File: config.mk
export PLATFORM = sky130hd
export DESIGN_NAME = ps2_kbd_ctrl
export DESIGN_NICKNAME = d
export VERILOG_FILES = /design/src/rtl/ps2_kbd_ctrl.sv
export SDC_FILE = /design/constraint.sdc
export NUM_CORES = 1
export LEC_CHECK = 0
export CAP_MARGIN = 20
export CORE_ASPECT_RATIO = 1.1
export CORE_UTILIZATION = 35
export DETAILED_ROUTE_END_ITERATION = 10
export GPL_ROUTABILITY_DRIVEN = 0
export HOLD_SLACK_MARGIN = 0.1
export PLACE_DENSITY = 0.59
export SKIP_CTS_REPAIR_TIMING = 1
export SLEW_MARGIN = 20
export SYNTH_ARGS = -nofsm -noshare
export SYNTH_HDL_FRONTEND = slang
export SYNTH_SLANG_ARGS = --single-unit
File: constraint.sdc
create_clock -name clk -period 2 [get_ports clk]
set_input_delay 0.3 -clock clk [delete_from_list [all_inputs] [get_ports clk]]
set_output_delay 0.3 -clock clk [all_outputs]
set_load 0.005 [all_outputs]
File: src/rtl/ps2_kbd_ctrl.sv
// ============================================================================
//  Module   : ps2_kbd_ctrl
//  Brief    : Turns the ps2_rx byte stream into scan-code set 2 key events
//             (E0/F0 prefix decode) and buffers them for a valid/ready reader.
//  Revision : 1.0  initial release
// ============================================================================
`default_nettype none

module ps2_kbd_ctrl #(
    parameter int FIFO_DEPTH     = 4,
    parameter int TIMEOUT_CYCLES = 50000
) (
    input  logic                          clk,
    input  logic                          reset,
    input  logic                          enable,
    input  logic                          rx_done_tick,
    input  logic [7:0]                    rx_data,
    output logic                          rx_en,
    output logic                          key_valid,
    output logic [7:0]                    key_code,
    output logic                          key_ext,
    output logic                          key_break,
    input  logic                          key_ready,
    output logic [$clog2(FIFO_DEPTH):0]   fifo_count,
    output logic                          overflow,
    output logic                          kb_err,
    input  logic                          clr_flags
);

    localparam int c_AW = $clog2(FIFO_DEPTH);
    localparam int c_CW = c_AW + 1;
    localparam int c_TW = $clog2(TIMEOUT_CYCLES);
    localparam logic [c_CW-1:0] c_FULL = c_CW'(FIFO_DEPTH);
    localparam logic [c_TW-1:0] c_TMAX = c_TW'(TIMEOUT_CYCLES - 1);

    typedef enum logic [1:0] {
        S_IDLE    = 2'd0,
        S_EXT     = 2'd1,
        S_BRK     = 2'd2,
        S_EXT_BRK = 2'd3
    } state_t;

    state_t            r_state;
    logic [c_TW-1:0]   r_timer;

    logic [9:0]        r_mem [FIFO_DEPTH];
    logic [c_AW-1:0]   r_wr_ptr;
    logic [c_AW-1:0]   r_rd_ptr;
    logic [c_CW-1:0]   r_count;
    logic [9:0]        r_head;
    logic              r_valid;
    logic              r_overflow;
    logic              r_kb_err;
    logic              r_rx_en;

    logic              w_tick;
    logic              w_e0;
    logic              w_f0;
    logic              w_bad;
    logic              w_ack;
    logic              w_push;
    logic              w_push_ext;
    logic              w_push_brk;
    logic              w_err_set;
    logic [9:0]        w_push_data;
    logic              w_pop;
    logic              w_full;
    logic              w_push_ok;
    logic              w_ovf_set;
    logic [c_AW-1:0]   w_rd_next;

    assign w_tick = rx_done_tick & enable;
    assign w_e0   = (rx_data == 8'hE0);
    assign w_f0   = (rx_data == 8'hF0);
    assign w_bad  = (rx_data == 8'h00) || (rx_data == 8'hFF);
    // Keyboard status/acknowledge bytes and the Pause prefix never form key events.
    assign w_ack  = (rx_data == 8'hE1) || (rx_data == 8'hFA) || (rx_data == 8'hFE) ||
                    (rx_data == 8'hAA) || (rx_data == 8'hEE);

    always_comb begin
        w_push     = 1'b0;
        w_push_ext = 1'b0;
        w_push_brk = 1'b0;
        w_err_set  = 1'b0;
        if (w_tick) begin
            if (w_bad) begin
                w_err_set = 1'b1;
            end else begin
                case (r_state)
                    S_IDLE: begin
                        w_push = !(w_e0 || w_f0 || w_ack);
                    end
                    S_EXT: begin
                        w_push     = !(w_e0 || w_f0);
                        w_push_ext = 1'b1;
                    end
                    S_BRK: begin
                        w_push     = !(w_e0 || w_f0);
                        w_push_brk = 1'b1;
                    end
                    default: begin
                        w_push     = !(w_e0 || w_f0);
                        w_push_ext = 1'b1;
                        w_push_brk = 1'b1;
                    end
                endcase
            end
        end
    end

    assign w_push_data = {w_push_ext, w_push_brk, rx_data};

    // Prefix tracking; the timer restarts whenever a prefix byte is accepted.
    always_ff @(posedge clk or negedge reset) begin
        if (!reset) begin
            r_state <= S_IDLE;
            r_timer <= '0;
        end else if (!enable) begin
            r_state <= S_IDLE;
            r_timer <= '0;
        end else if (w_tick) begin
            r_timer <= '0;
            case (r_state)
                S_IDLE: begin
                    if (w_e0)      r_state <= S_EXT;
                    else if (w_f0) r_state <= S_BRK;
                end
                S_EXT: begin
                    if (w_f0)      r_state <= S_EXT_BRK;
                    else if (!w_e0) r_state <= S_IDLE;
                end
                default: r_state <= S_IDLE;
            endcase
        end else if (r_state != S_IDLE) begin
            if (r_timer == c_TMAX) begin
                r_state <= S_IDLE;
                r_timer <= '0;
            end else begin
                r_timer <= r_timer + 1'b1;
            end
        end
    end

    assign w_pop     = r_valid & key_ready;
    assign w_full    = (r_count == c_FULL);
    assign w_push_ok = w_push & (!w_full | w_pop);
    assign w_ovf_set = w_push & w_full & !w_pop;
    assign w_rd_next = r_rd_ptr + c_AW'(1);

    always_ff @(posedge clk) begin
        if (w_push_ok) begin
            r_mem[r_wr_ptr] <= w_push_data;
        end
    end

    // Head event is registered so outputs hold their last value once drained.
    always_ff @(posedge clk or negedge reset) begin
        if (!reset) begin
            r_wr_ptr <= '0;
            r_rd_ptr <= '0;
            r_count  <= '0;
            r_head   <= '0;
            r_valid  <= 1'b0;
        end else begin
            if (w_push_ok) r_wr_ptr <= r_wr_ptr + c_AW'(1);
            if (w_pop)     r_rd_ptr <= w_rd_next;

            case ({w_push_ok, w_pop})
                2'b10:   r_count <= r_count + 1'b1;
                2'b01:   r_count <= r_count - 1'b1;
                default: r_count <= r_count;
            endcase

            if (r_count == '0) begin
                if (w_push_ok) begin
                    r_head  <= w_push_data;
                    r_valid <= 1'b1;
                end
            end else if (w_pop) begin
                if (r_count == c_CW'(1)) begin
                    if (w_push_ok) r_head <= w_push_data;
                    else           r_valid <= 1'b0;
                end else begin
                    r_head <= r_mem[w_rd_next];
                end
            end
        end
    end

    always_ff @(posedge clk or negedge reset) begin
        if (!reset) begin
            r_overflow <= 1'b0;
            r_kb_err   <= 1'b0;
            r_rx_en    <= 1'b0;
        end else begin
            r_overflow <= w_ovf_set | (r_overflow & ~clr_flags);
            r_kb_err   <= w_err_set | (r_kb_err & ~clr_flags);
            r_rx_en    <= enable & (r_count != c_FULL);
        end
    end

    assign rx_en      = r_rx_en;
    assign key_valid  = r_valid;
    assign key_ext    = r_head[9];
    assign key_break  = r_head[8];
    assign key_code   = r_head[7:0];
    assign fifo_count = r_count;
    assign overflow   = r_overflow;
    assign kb_err     = r_kb_err;

endmodule

`default_nettype wire

# After elaboration in Yosys (flattened, before gate mapping)
# Memory sizes are Yosys's and may differ from the RTL's.
# Index checks and enable logic that the tools add are counted.
# word_totals
ff_bits	39
mem_bits_rw	40
input_bits	14
n_memories	1
# memory_table
name	words	width	read_ports	rd_ports_with_merged_regs	wr	line_no	rtl
r_mem	4	10	1	0	1	46	logic [9:0] r_mem [FIFO_DEPTH];
# classes
n_addsub	5
eq_ne	22
muxes	36
n_bitwise	12
n_reduce_logical	22
# op_table
cell	n
$eq 8x8->1 const B	8
$mux 16	4
$mux 10	4
$mux 1	18
$add 16x1->16 const B	1
$eq 16x16->1 const B	1
$mux 2	8
$ne 5x5->1 const B	2
$and 1x1->1	8
$logic_not 8->1	1
$reduce_and 4->1	2
$reduce_bool 2->1	4
$logic_or 1x1->1	7
$ne 3x1->1 const B	2
$pmux 3 s2	1
$add 2x1->2 const B	2
$eq 2x1->1 const B	2
$eq 2x2->1 const B	2
$logic_not 1->1	4
$pmux 2 s2	1
$reduce_or 2->1	2
$add 3x1->3 const B	1
$eq 3x1->1 const B	1
$eq 3x3->1 const B	1
other kinds (8)	10

# Longest topological paths before layout
# depth
depth_word	15
mapped_depth	10
ltp_nobuf	9

# Worst setup path after synthesis
# Ideal clock, no wire load.
# synth_timing
path_kind	input port to flip-flop
from	input port rx_data[4]
to	register r_count[2], in the netlist fifo_count[2]
setup_ns	0.123
arrival_ns	2.138
required_time_ns	1.877
path_slack_ns	-0.261
cell_stages	10
path_buffers	1
cell_sequence	buf_6 -> or3_1 -> a2111oi_2 -> o221a_4 -> nor3b_2 -> inv_1 -> ha_1 -> mux2i_1 -> nor2_1 -> xnor2_1
# synth_via
elab_chain_cells	13
elab_cells_between_ends	26
cone_classes	eq/ne (10); mux (4); bitwise (1); reduce/logical (11)
# synth_lines
item	line_no	rtl
from (decl)	17	input logic [7:0] rx_data,
$eq 8x8->1	77	assign w_ack = (rx_data == 8'hE1) || (rx_data == 8'hFA) || (rx_data == 8'hFE) ||
$logic_or 1x1->1 (3 in a row)	77	
$logic_or 1x1->1	78	(rx_data == 8'hAA) || (rx_data == 8'hEE);
$logic_or 1x1->1	91	w_push = !(w_e0 || w_f0 || w_ack);
$logic_not 1->1	91	
$mux 1	n/a	
$mux 1 (*)	86	if (w_bad) begin
$mux 1 (*)	85	if (w_tick) begin
$and 1x1->1 (*)	146	assign w_push_ok = w_push & (!w_full | w_pop);
$eq 2x1->1 / $eq 2x2->1 (equally long branches)	168	case ({w_push_ok, w_pop})
$pmux 3 s2 / $reduce_bool 2->1 (equally long branches)	n/a	
to (signal assigned)	169	2'b10: r_count <= r_count + 1'b1;
to (signal assigned)	170	2'b01: r_count <= r_count - 1'b1;
to (signal assigned)	171	default: r_count <= r_count;
to (decl)	49	logic [c_CW-1:0] r_count;
# Every way passes the cells marked *; elsewhere a longest branch is shown, timed or not.
# A chain may end at the register's enable or synchronous reset.

# Final worst setup path
# layout_timing
from	register r_count[0], in the netlist fifo_count[0]
to	register r_head[0]
# layout_via
elab_chain_cells	8
elab_cells_between_ends	11
cone_classes	eq/ne (2); mux (4); bitwise (2); reduce/logical (3)
# layout_lines
item	line_no	rtl
$eq 3x3->1	145	assign w_full = (r_count == c_FULL);
$logic_not 1->1	146	
$or 1x1->1	146	
$and 1x1->1	146	
$mux 10	n/a	
$mux 10	180	if (r_count == c_CW'(1)) begin
$mux 10	179	end else if (w_pop) begin
$mux 10	174	if (r_count == '0) begin
to (signal assigned)	176	r_head <= w_push_data;
to (signal assigned)	181	if (w_push_ok) r_head <= w_push_data;
to (signal assigned)	184	r_head <= r_mem[w_rd_next];
to (decl)	50	logic [9:0] r_head;
# Several ways; a longest one is shown, not always the timed one. The select of a mux whose other input is x is not followed.

==> metrics.md <==
| Metric | Value |
|---|---|
| Leak | 0.002181 uW |
| Final worst slack | 0.06553 ns |
| Final Critical Period | 1.934 ns |
| Post-synth EDFFs | 40 |
| Die height | 110.3 um |
| Clk_skew | 0.006803 ns |
| Clk buf depth | 2 |
| Reg2Reg Launch Point | fifo_count[0] |
| CTS Buf Count | 9 |
| Routed WL per cell | 16.12 um |
| Post-synth cell types | 54 |
| Worst hold stages | 1 |
| Port Buffers | 30 |
| Worst-path fanout max | 5 |
| Avg Cell Area, Syn | 13.77 um^2 |
| Die area | 11,080 um^2 |
| Final Hold Fails | 0 |
| DRT iter0 DRCs | 116 |
| Row cnt | 39 |
| Number of global-route vias before repair | 2,579 |
| RR Endpoint | r_head[0] |
| Routed vias | 2,562 |
| Routed vias/inst | 4.816 |
| Async set-or-reset flop fraction in the synthesized netlist | 49.37% |
| Total GRT Usage | 16.43% |
| Kind of end point of the critical path | register |
| Max VDD drop | 468.7 uV |
| R2r worst-path depth | 6 |
| Design Power | 6361 uW |
| Sequential element share of the synthesized area | 58.33% |
| # IOs | 31 |
| # diodes | 0 |
| Main synth FF type | edfxtp_1 |
| Dpl ws | -0.7305 ns |
| R2R setup slack | 0.07 ns |
| Worst min path class | in -> reg |
| First-pass GRT wire length | 13,410 um |
| Placed Instances | 505 |
| Antenna Nets Post-Route | 0 |
| H-tree levels | 3 |
| Worst endpoint data arrival time | 2.15 ns |
| Syn Nets | 295 |
| CTS tree | built |
| Hold EP | r_mem[1][2] |
| Pwr dens | 1205 nW/um^2 |
| Cell Area, Placed | 4768 um^2 |
| Core Util, Final | 50.79% |
| # DRC | 0 |
| Layout Cells excl Fill | 532 |
| Max frequency | 516.9 MHz |
| Worst Setup SP | fifo_count[0] |
| Pin count of the biggest net entering global routing | 17 |
| Final setup viols | 0 |
| #FFs+latches synth | 79 |
| Max Slew Vio Count | 0 |
| Total gr overflow | 0 |
| Core ar. | 10,390 um^2 |
| Critical Path RT | 2.22 ns |
| RSZ-0062 raised after global routing | no |
| Share of layout cells above drive strength 1 | 37.28% |
| Min-delay src | rx_data[2] |
| Clk_lat worst skew | 0.34 ns |
| Worst relative slew slack | 70.73% |
| YS warnings | 0 |
| Cell area after synthesis | 3732 um^2 |
| Starting Density | 35.91% |
| Final net count | 408 |
| Max-Cap Viols | 0 |
| Die width | 100.5 um |
| Status | finished clean |
| Cell count after synthesis | 271 |
| Tcrit/Tclk final | 96.72% |
| Final wirelength | 8574 um |
| Initial antenna violation count | 0 |
| Most frequent cells in the layout | buf_4, edfxtp_1, dfrtp_1 |
| DRT Pass-1 Iters | 4 |
| Worst-Margin Slew | 0.4344 ns |
| Area Growth Syn to Fin | 41.43% |
| Num Clock Sinks | 79 |
| Final HPWL DP | 5871 um |
| Final Cell Area | 5279 um^2 |
| Setup CP Type | reg -> reg |
| Root Buffer | clkbuf_16 |
| Worst-path clk slew | 0.07 ns |
| Commonest non-fill, non-tap cell in the layout | buf_4 |
| CP startpoint kind | register |
cells in the mapped netlist, types with 3 or more instances:
| cell | count | area [um^2] |
|---|---|---|
| nor2_1 | 23 | 86.33 |
| mux2_4 | 7 | 105.1 |
| a31oi_1 | 3 | 18.77 |
| edfxtp_1 | 40 | 1201 |
| and3_1 | 6 | 37.54 |
| nand3_1 | 6 | 30.03 |
| xor2_1 | 11 | 96.34 |
| nor3_1 | 3 | 15.01 |
| xnor2_1 | 9 | 78.83 |
| ha_1 | 10 | 125.1 |
| inv_1 | 11 | 41.29 |
| dfrtp_1 | 39 | 975.9 |
| mux2i_1 | 3 | 30.03 |
| nor4b_1 | 4 | 35.03 |
| mux4_2 | 10 | 225.2 |
| nand2_1 | 16 | 60.06 |
| and2_1 | 7 | 43.79 |
| mux2_2 | 7 | 78.83 |
| nand4_1 | 8 | 50.05 |
| o21ai_0 | 3 | 15.01 |
| a21oi_1 | 3 | 15.01 |
layout make-up:
class                   count  area (um^2)
fillers                   923         5115
flip-flops and latches     79         2177
multi-input cells         177         1607
repair buffers            106        953.4
clock buffers              10        229.0
well taps                 143        178.9
clock inverters             6        92.59
inverters                  11        41.29
kinds of logic (layout without fill, tap and decap cells):
family / Yosys count / after routing / share of synthesized area (%)
muxes: 27 / 27 / 11.77
buffers and inverters: 16 / 133 / 1.877
xor gates and xnor gates: 20 / 20 / 4.693
adders and majority gates: 10 / 10 / 3.352
and+or+nand+nor: 92 / 93 / 13.95
AOI/OAI and AO/OA: 27 / 27 / 6.034
DFF: 79 / 79 / 58.33
critical path, cell delays in order, from the launching register on:
cell	delay (ns)
dfrtp_1	0.42
ha_1	0.24
nor2_1	0.20
nor2_4	0.09
nor2_4	0.23
mux2_2	0.37
mux2_4	0.27
metrics by stage:
| stage | hold slack (ns) | setup TNS (ns) |
|---|---|---|
| CTS | -0.1106 | -15.71 |
| floorplan | 0.004409 | -0.4629 |
| detailed placement | 0.2492 | -37.30 |
| finish | 0.2100 | 0 |
| global route | 0.2097 | 0 |
| global placement | 0.2435 | -35.28 |
report_power, final:
part           total, uW  internal, uW  leakage (uW)  switching (uW)
clock network       1780          1100      0.000150             677
logic               2360          1390       0.00117             974
registers           2220          2070      0.000862             151
total               6360          4560       0.00218            1800
how the worst max path moves through the flow:
| stage | to | cells after the start |
|---|---|---|
| 6_report | r_head[0] | 6 |
| 5_1_grt | r_head[3] | 8 |
| 4_1_cts | fifo_count[1] | 12 |
| 3_5_place_dp | r_head[1] | 7 |
| 3_3_place_gp | fifo_count[1] | 12 |
| 2_1_floorplan | fifo_count[2] | 10 |
layer usage:
layer	global-route usage, %	up-vias	wire, um
met4	5.901	0	116
met5	0	-	0
met2	27.79	27	4356
met1	21.16	1275	3919
li1	-	1247	-
met3	3.090	13	182
flip-flops by register name, summed over array words and instances (netlist names):
name        cells
rx_en           1
r_mem          40
r_wr_ptr        2
r_timer        16
key_valid       1
r_head         10
fifo_count      3
r_rd_ptr        2
overflow        1
kb_err          1
r_state         2
No activity file was read; power rests on OpenSTA's default activity.
